## config.mk

```make
export PLATFORM = sky130hd
export DESIGN_NAME = sbox_share_ctrl
export DESIGN_NICKNAME = d
export VERILOG_FILES = /design/src/rtl/sbox_share_ctrl.sv
export SDC_FILE = /design/constraint.sdc
export NUM_CORES = 1
export LEC_CHECK = 0
export ABC_AREA = 1
export BUFFER_PORTS_ARGS = -buffer_cell sky130_fd_sc_hd__buf_2
export CORE_UTILIZATION = 40
export CTS_CLUSTER_SIZE = 16
export DETAILED_ROUTE_END_ITERATION = 10
export HOLD_SLACK_MARGIN = 0.15
export PLACE_DENSITY_LB_ADDON = 0.05
export SYNTH_ARGS = -nofsm -noshare
export SYNTH_HDL_FRONTEND = slang
export SYNTH_SLANG_ARGS = --single-unit
```

## constraint.sdc

```tcl
create_clock -name clk -period 2.2 [get_ports clk]
set_input_delay 0.11 -clock clk [delete_from_list [all_inputs] [get_ports clk]]
set_output_delay 0.11 -clock clk [all_outputs]
set_load 0.03 [all_outputs]
```

## src/rtl/sbox_share_ctrl.sv

```systemverilog
// sbox_share_ctrl: time-multiplexes one shared 4-lane S-box between the
// round datapath (128-bit SubBytes) and key expansion (32-bit SubWord).
// The state op runs one 32-bit word per cycle for 4 cycles. The key op
// runs for 1 cycle. Simultaneous requests are arbitrated round-robin.
module sbox_share_ctrl (
    input  logic         clk,
    input  logic         rst,
    input  logic         st_start,
    input  logic [127:0] st_in,
    output logic         st_done,
    output logic [127:0] st_out,
    input  logic         kw_start,
    input  logic [31:0]  kw_in,
    output logic         kw_done,
    output logic [31:0]  kw_out,
    output logic [31:0]  sbox_in,
    input  logic [31:0]  sbox_out,
    output logic         busy,
    output logic         ovf
);

    localparam int unsigned WORD_W = 32;
    localparam int unsigned CNT_W  = 2;

    typedef enum logic [1:0] {
        S_IDLE   = 2'd0,
        S_RUN_ST = 2'd1,
        S_RUN_KW = 2'd2
    } state_t;

    state_t               r_state;
    state_t               w_next;
    logic [CNT_W-1:0]     r_k;
    logic                 r_st_pend;
    logic                 r_kw_pend;
    logic                 r_last_kw;      // 0: last tie went to STATE, 1: to KEY
    logic [127:0]         r_st_in;
    logic [WORD_W-1:0]    r_kw_in;
    logic [127:0]         r_st_out;
    logic [WORD_W-1:0]    r_kw_out;
    logic                 r_st_done;
    logic                 r_kw_done;
    logic                 r_ovf;

    logic                 w_st_acc;
    logic                 w_kw_acc;
    logic                 w_st_vis;
    logic                 w_kw_vis;
    logic                 w_final;
    logic                 w_grant_pt;
    logic                 w_grant_st;
    logic                 w_grant_kw;
    logic                 w_tie;
    logic [WORD_W-1:0]    w_sbox_in;

    // A start is taken only when its requester is neither pending nor running
    assign w_st_acc   = st_start & ~r_st_pend & (r_state != S_RUN_ST);
    assign w_kw_acc   = kw_start & ~r_kw_pend & (r_state != S_RUN_KW);
    assign w_st_vis   = r_st_pend | w_st_acc;
    assign w_kw_vis   = r_kw_pend | w_kw_acc;
    assign w_final    = ((r_state == S_RUN_ST) && (r_k == CNT_W'(3))) ||
                        (r_state == S_RUN_KW);
    assign w_grant_pt = (r_state == S_IDLE) || w_final;

    // State register
    always_ff @(posedge clk) begin
        if (rst) begin
            r_state <= S_IDLE;
        end else begin
            r_state <= w_next;
        end
    end

    // Next state and grant decision at grant points
    always_comb begin
        w_next     = r_state;
        w_grant_st = 1'b0;
        w_grant_kw = 1'b0;
        w_tie      = 1'b0;
        if (w_grant_pt) begin
            if (w_st_vis && w_kw_vis) begin
                w_tie      = 1'b1;
                w_grant_kw = ~r_last_kw;
                w_grant_st = r_last_kw;
            end else begin
                w_grant_st = w_st_vis;
                w_grant_kw = w_kw_vis;
            end
            if (w_grant_st) begin
                w_next = S_RUN_ST;
            end else if (w_grant_kw) begin
                w_next = S_RUN_KW;
            end else begin
                w_next = S_IDLE;
            end
        end
    end

    // Shared S-box input selection per state
    always_comb begin
        w_sbox_in = '0;
        case (r_state)
            S_RUN_ST: w_sbox_in = r_st_in[{r_k, 5'b00000} +: WORD_W];
            S_RUN_KW: w_sbox_in = r_kw_in;
            default:  w_sbox_in = '0;
        endcase
    end

    // Request capture, arbitration bookkeeping, result assembly and pulses
    always_ff @(posedge clk) begin
        if (rst) begin
            r_k       <= '0;
            r_st_pend <= 1'b0;
            r_kw_pend <= 1'b0;
            r_last_kw <= 1'b0;
            r_st_in   <= '0;
            r_kw_in   <= '0;
            r_st_out  <= '0;
            r_kw_out  <= '0;
            r_st_done <= 1'b0;
            r_kw_done <= 1'b0;
            r_ovf     <= 1'b0;
        end else begin
            if (w_st_acc) begin
                r_st_in <= st_in;
            end
            if (w_kw_acc) begin
                r_kw_in <= kw_in;
            end
            r_st_pend <= w_st_vis & ~w_grant_st;
            r_kw_pend <= w_kw_vis & ~w_grant_kw;
            if (w_tie) begin
                r_last_kw <= w_grant_kw;
            end
            if (r_state == S_RUN_ST) begin
                r_k <= r_k + CNT_W'(1);
                r_st_out[{r_k, 5'b00000} +: WORD_W] <= sbox_out;
            end else begin
                r_k <= '0;
            end
            if (r_state == S_RUN_KW) begin
                r_kw_out <= sbox_out;
            end
            r_st_done <= (r_state == S_RUN_ST) && (r_k == CNT_W'(3));
            r_kw_done <= (r_state == S_RUN_KW);
            r_ovf     <= (st_start & ~w_st_acc) | (kw_start & ~w_kw_acc);
        end
    end

    assign sbox_in = w_sbox_in;
    assign st_out  = r_st_out;
    assign kw_out  = r_kw_out;
    assign st_done = r_st_done;
    assign kw_done = r_kw_done;
    assign ovf     = r_ovf;
    assign busy    = (r_state != S_IDLE);

endmodule
```

==> impl_metrics.yaml <==
outcome:
  outcome: "finished, final reports clean"
synthesis:
  netlist_top_cells_area: "dfxtp_1 (49%), nand2_1 (13%), a21oi_1 (11%)"
  syn_area_um2: 13380
  yosysUniqueCellTypes: 18
  synth_area_per_cell_um2: 7.104
  syn_inst: 1884
  synth_warnings: 0
  yosysTopAreaCellShare_pct: 49.36
  synth.largest_area_cell: "dfxtp_1"
  ys_ff_latch: 330
  seq_area_frac_synth_pct: 49.36
  syn-num-nets: 2089
global_route:
  grt_pass1_vias: 13290
  grt_max_degree: 137
  antenna_found_initial: 2
  grt_overflow: 0
  grt_pass1_wl_um: 72730
  grt_util_all_layers_pct: 27.30
die:
  die_height_um: 184.9
  fp-row-count: 66
  dieArea_um2: 34200
  die_x_um: 184.9
  core_area_um2: 32700
  ioPinCount: 392
  initial_core_util_pct: 40.93
clock_tree:
  clockBufferDepth: 3
  cts_tree: "built"
  root_buffer: "clkbuf_16"
  numCtsBuffers: 38
  h-tree-depth: 2
  clk_latency_ps: 520
  clkSinkCount: 330
  clk_pin_slew_ps: 60
sta:
  finalSetupViolations: 0
  period_share_pct: 97.67
  hold_viol_final: 0
  clock_skew_ps: 15.63
  drv_slew: 0
  rsz0062_at_grt: "true"
  max-slew-margin-rel_pct: 48.16
  maxClockFrequency_ghz: 0.4654
  timing.hold.ws_ps: 155.9
  fin_setup_tns_ps: 0
  fin_crit_ps: 2149
  tightest_slew_ps: 777.7
finish:
  drive_gt1_share_pct: 21.43
  fill_cells: 3161
  fin_util_pct: 58.71
  areaGrowthSynthToFinish_pct: 43.45
  finalNonFillerCells: 2875
  nets: 2607
detailed_routing:
  drtIter0Drc: 1032
  ant_nets: 0
  wirelength_um: 48310
  drt_first_pass_iters: 5
  drc: 0
  dr_total_vias: 14200
  wl_per_cell_um: 16.80
  via_per_inst: 4.939
critical_path:
  critical_path_arrival_ps: 2040
  path_class: "flip-flop to output pin"
  endpoint_kind: "output pin"
  cp_max_fo: 32
  cp.required_ps: 2090
  worst_setup_path_start_kind: "flip-flop"
hold_path:
  hold_path.class: "primary input to flip-flop"
place:
  io_buffer_count: 391
  dpl.hpwl_um: 31340
  place_congestion: 0.8069
  placed_cells: 2607
power:
  p_per_area_nw_per_um2: 1079
  ir_worst_vdd_mv: 0.7798
  p_leak_nw: 8.697
flow_run:
  maxCapViolations: 0
[worst paths after layout]
path	startpoint	to	slack [ps]	cells after the start
setup / recovery	r_k[0]$_SDFF_PP0_	sbox_in[10]	50	8
hold / removal	rst	st_out[70]$_SDFFE_PP0P_	160	3
setup reg to reg	r_state[1]$_SDFFE_PP0P_	r_st_in[28]$_SDFFE_PP0P_	290	7
hold reg to reg	r_st_in[99]$_SDFFE_PP0P_	r_st_in[99]$_SDFFE_PP0P_	450	2
[sequential cells by signal, summed over array words and instances, names as in the netlist]
signal,cells
kw_done,1
kw_out,32
ovf,1
r_k,2
r_kw_in,32
r_kw_pend,1
r_last_kw,1
r_st_in,128
r_st_pend,1
r_state,2
st_done,1
st_out,128
[power by group]
part           internal (W)  leakage, nW  switching (W)  total, W
sequential          0.00711         2.70       0.000409   0.00752
combinational       0.00206         5.35        0.00459   0.00665
clock               0.00402        0.645        0.00252   0.00654
[cells in the mapped netlist, drive strengths merged]
cell type and n:
a21oi 291, and3 1, nand3 134, clkbuf 86
clkinv 1, o21bai 1, o21ai 193, nor3 5
inv 165, nand4 1, buf 59, ha 9
nor2 146, dfxtp 330, nand2 462
[logic make-up after synthesis]
logic type / share of synthesized area [%]
DFF: 49.36
and+or+nand+nor: 22.45
AOI/OAI and AO/OA: 18.15
adders and majority gates: 0.8414
buffers and inverters: 9.189
[metal layers]
metal	global-route usage (%)	part of all wire [%]
met1	34.71	42
met2	47.01	49
met3	4.522	6.3
met4	8.430	2.6
met5	0	0
[worst max-delay path, stage by stage, from the launching register on]
cell and delay [ps]:
dfxtp_4 380, inv_2 90, buf_12 180, nand2_1 80, nand3_1 150, nand2_2 180
nand2_1 90, a21oi_1 160, buf_4 180
[timing repair]
item,CTS,global route
endpoints found under the hold margin,324,0
endpoints found under the setup margin,11,30
gates cloned,1,1
pin swaps,0,1
gates resized for setup,6,66
hold buffers,194,0
buffers inserted,0,1
[per-stage QoR]
step           instance area [µm²]  setup WS [ps]  total power (W)
6_report                     19200          51.21          0.02071
5_1_grt                      19200         -18.89          0.02189
4_1_cts                      19010         -8.142          0.02067
3_5_place_dp                 15710          352.8          0.01378
3_3_place_gp                 15710          400.5          0.01371
2_1_floorplan                13380          165.6          0.01179
[cell usage in the layout, fill, tap and decap left out, drive strengths merged]
master and instances:
clkbuf 61, nor2 146, clkinv 9, buf 424, diode 2, ha 9
bufinv 3, dlygate4sd3 194, bufbuf 1, and3 1, o21ai 193, clkinvlp 1
dfxtp 330, nor3 5, nand2 462, a21oi 291, o21bai 1, nand3 134
inv 165, nand4 1
[layout make-up]
type                       count  area (µm²)  share of cell area (%)
timing repair buffer         623        4444                   23.15
multi-input combinational   1243        5657                   29.46
clock buffer                  57        1167                   6.080
antenna                        2       5.005                 0.02607
clock inverter                12       137.6                  0.7168
inverter                     166       625.6                   3.258
tap                          442       553.0                   2.880
sequential                   330        6610                   34.43
(Power assumes the default switching activity.)
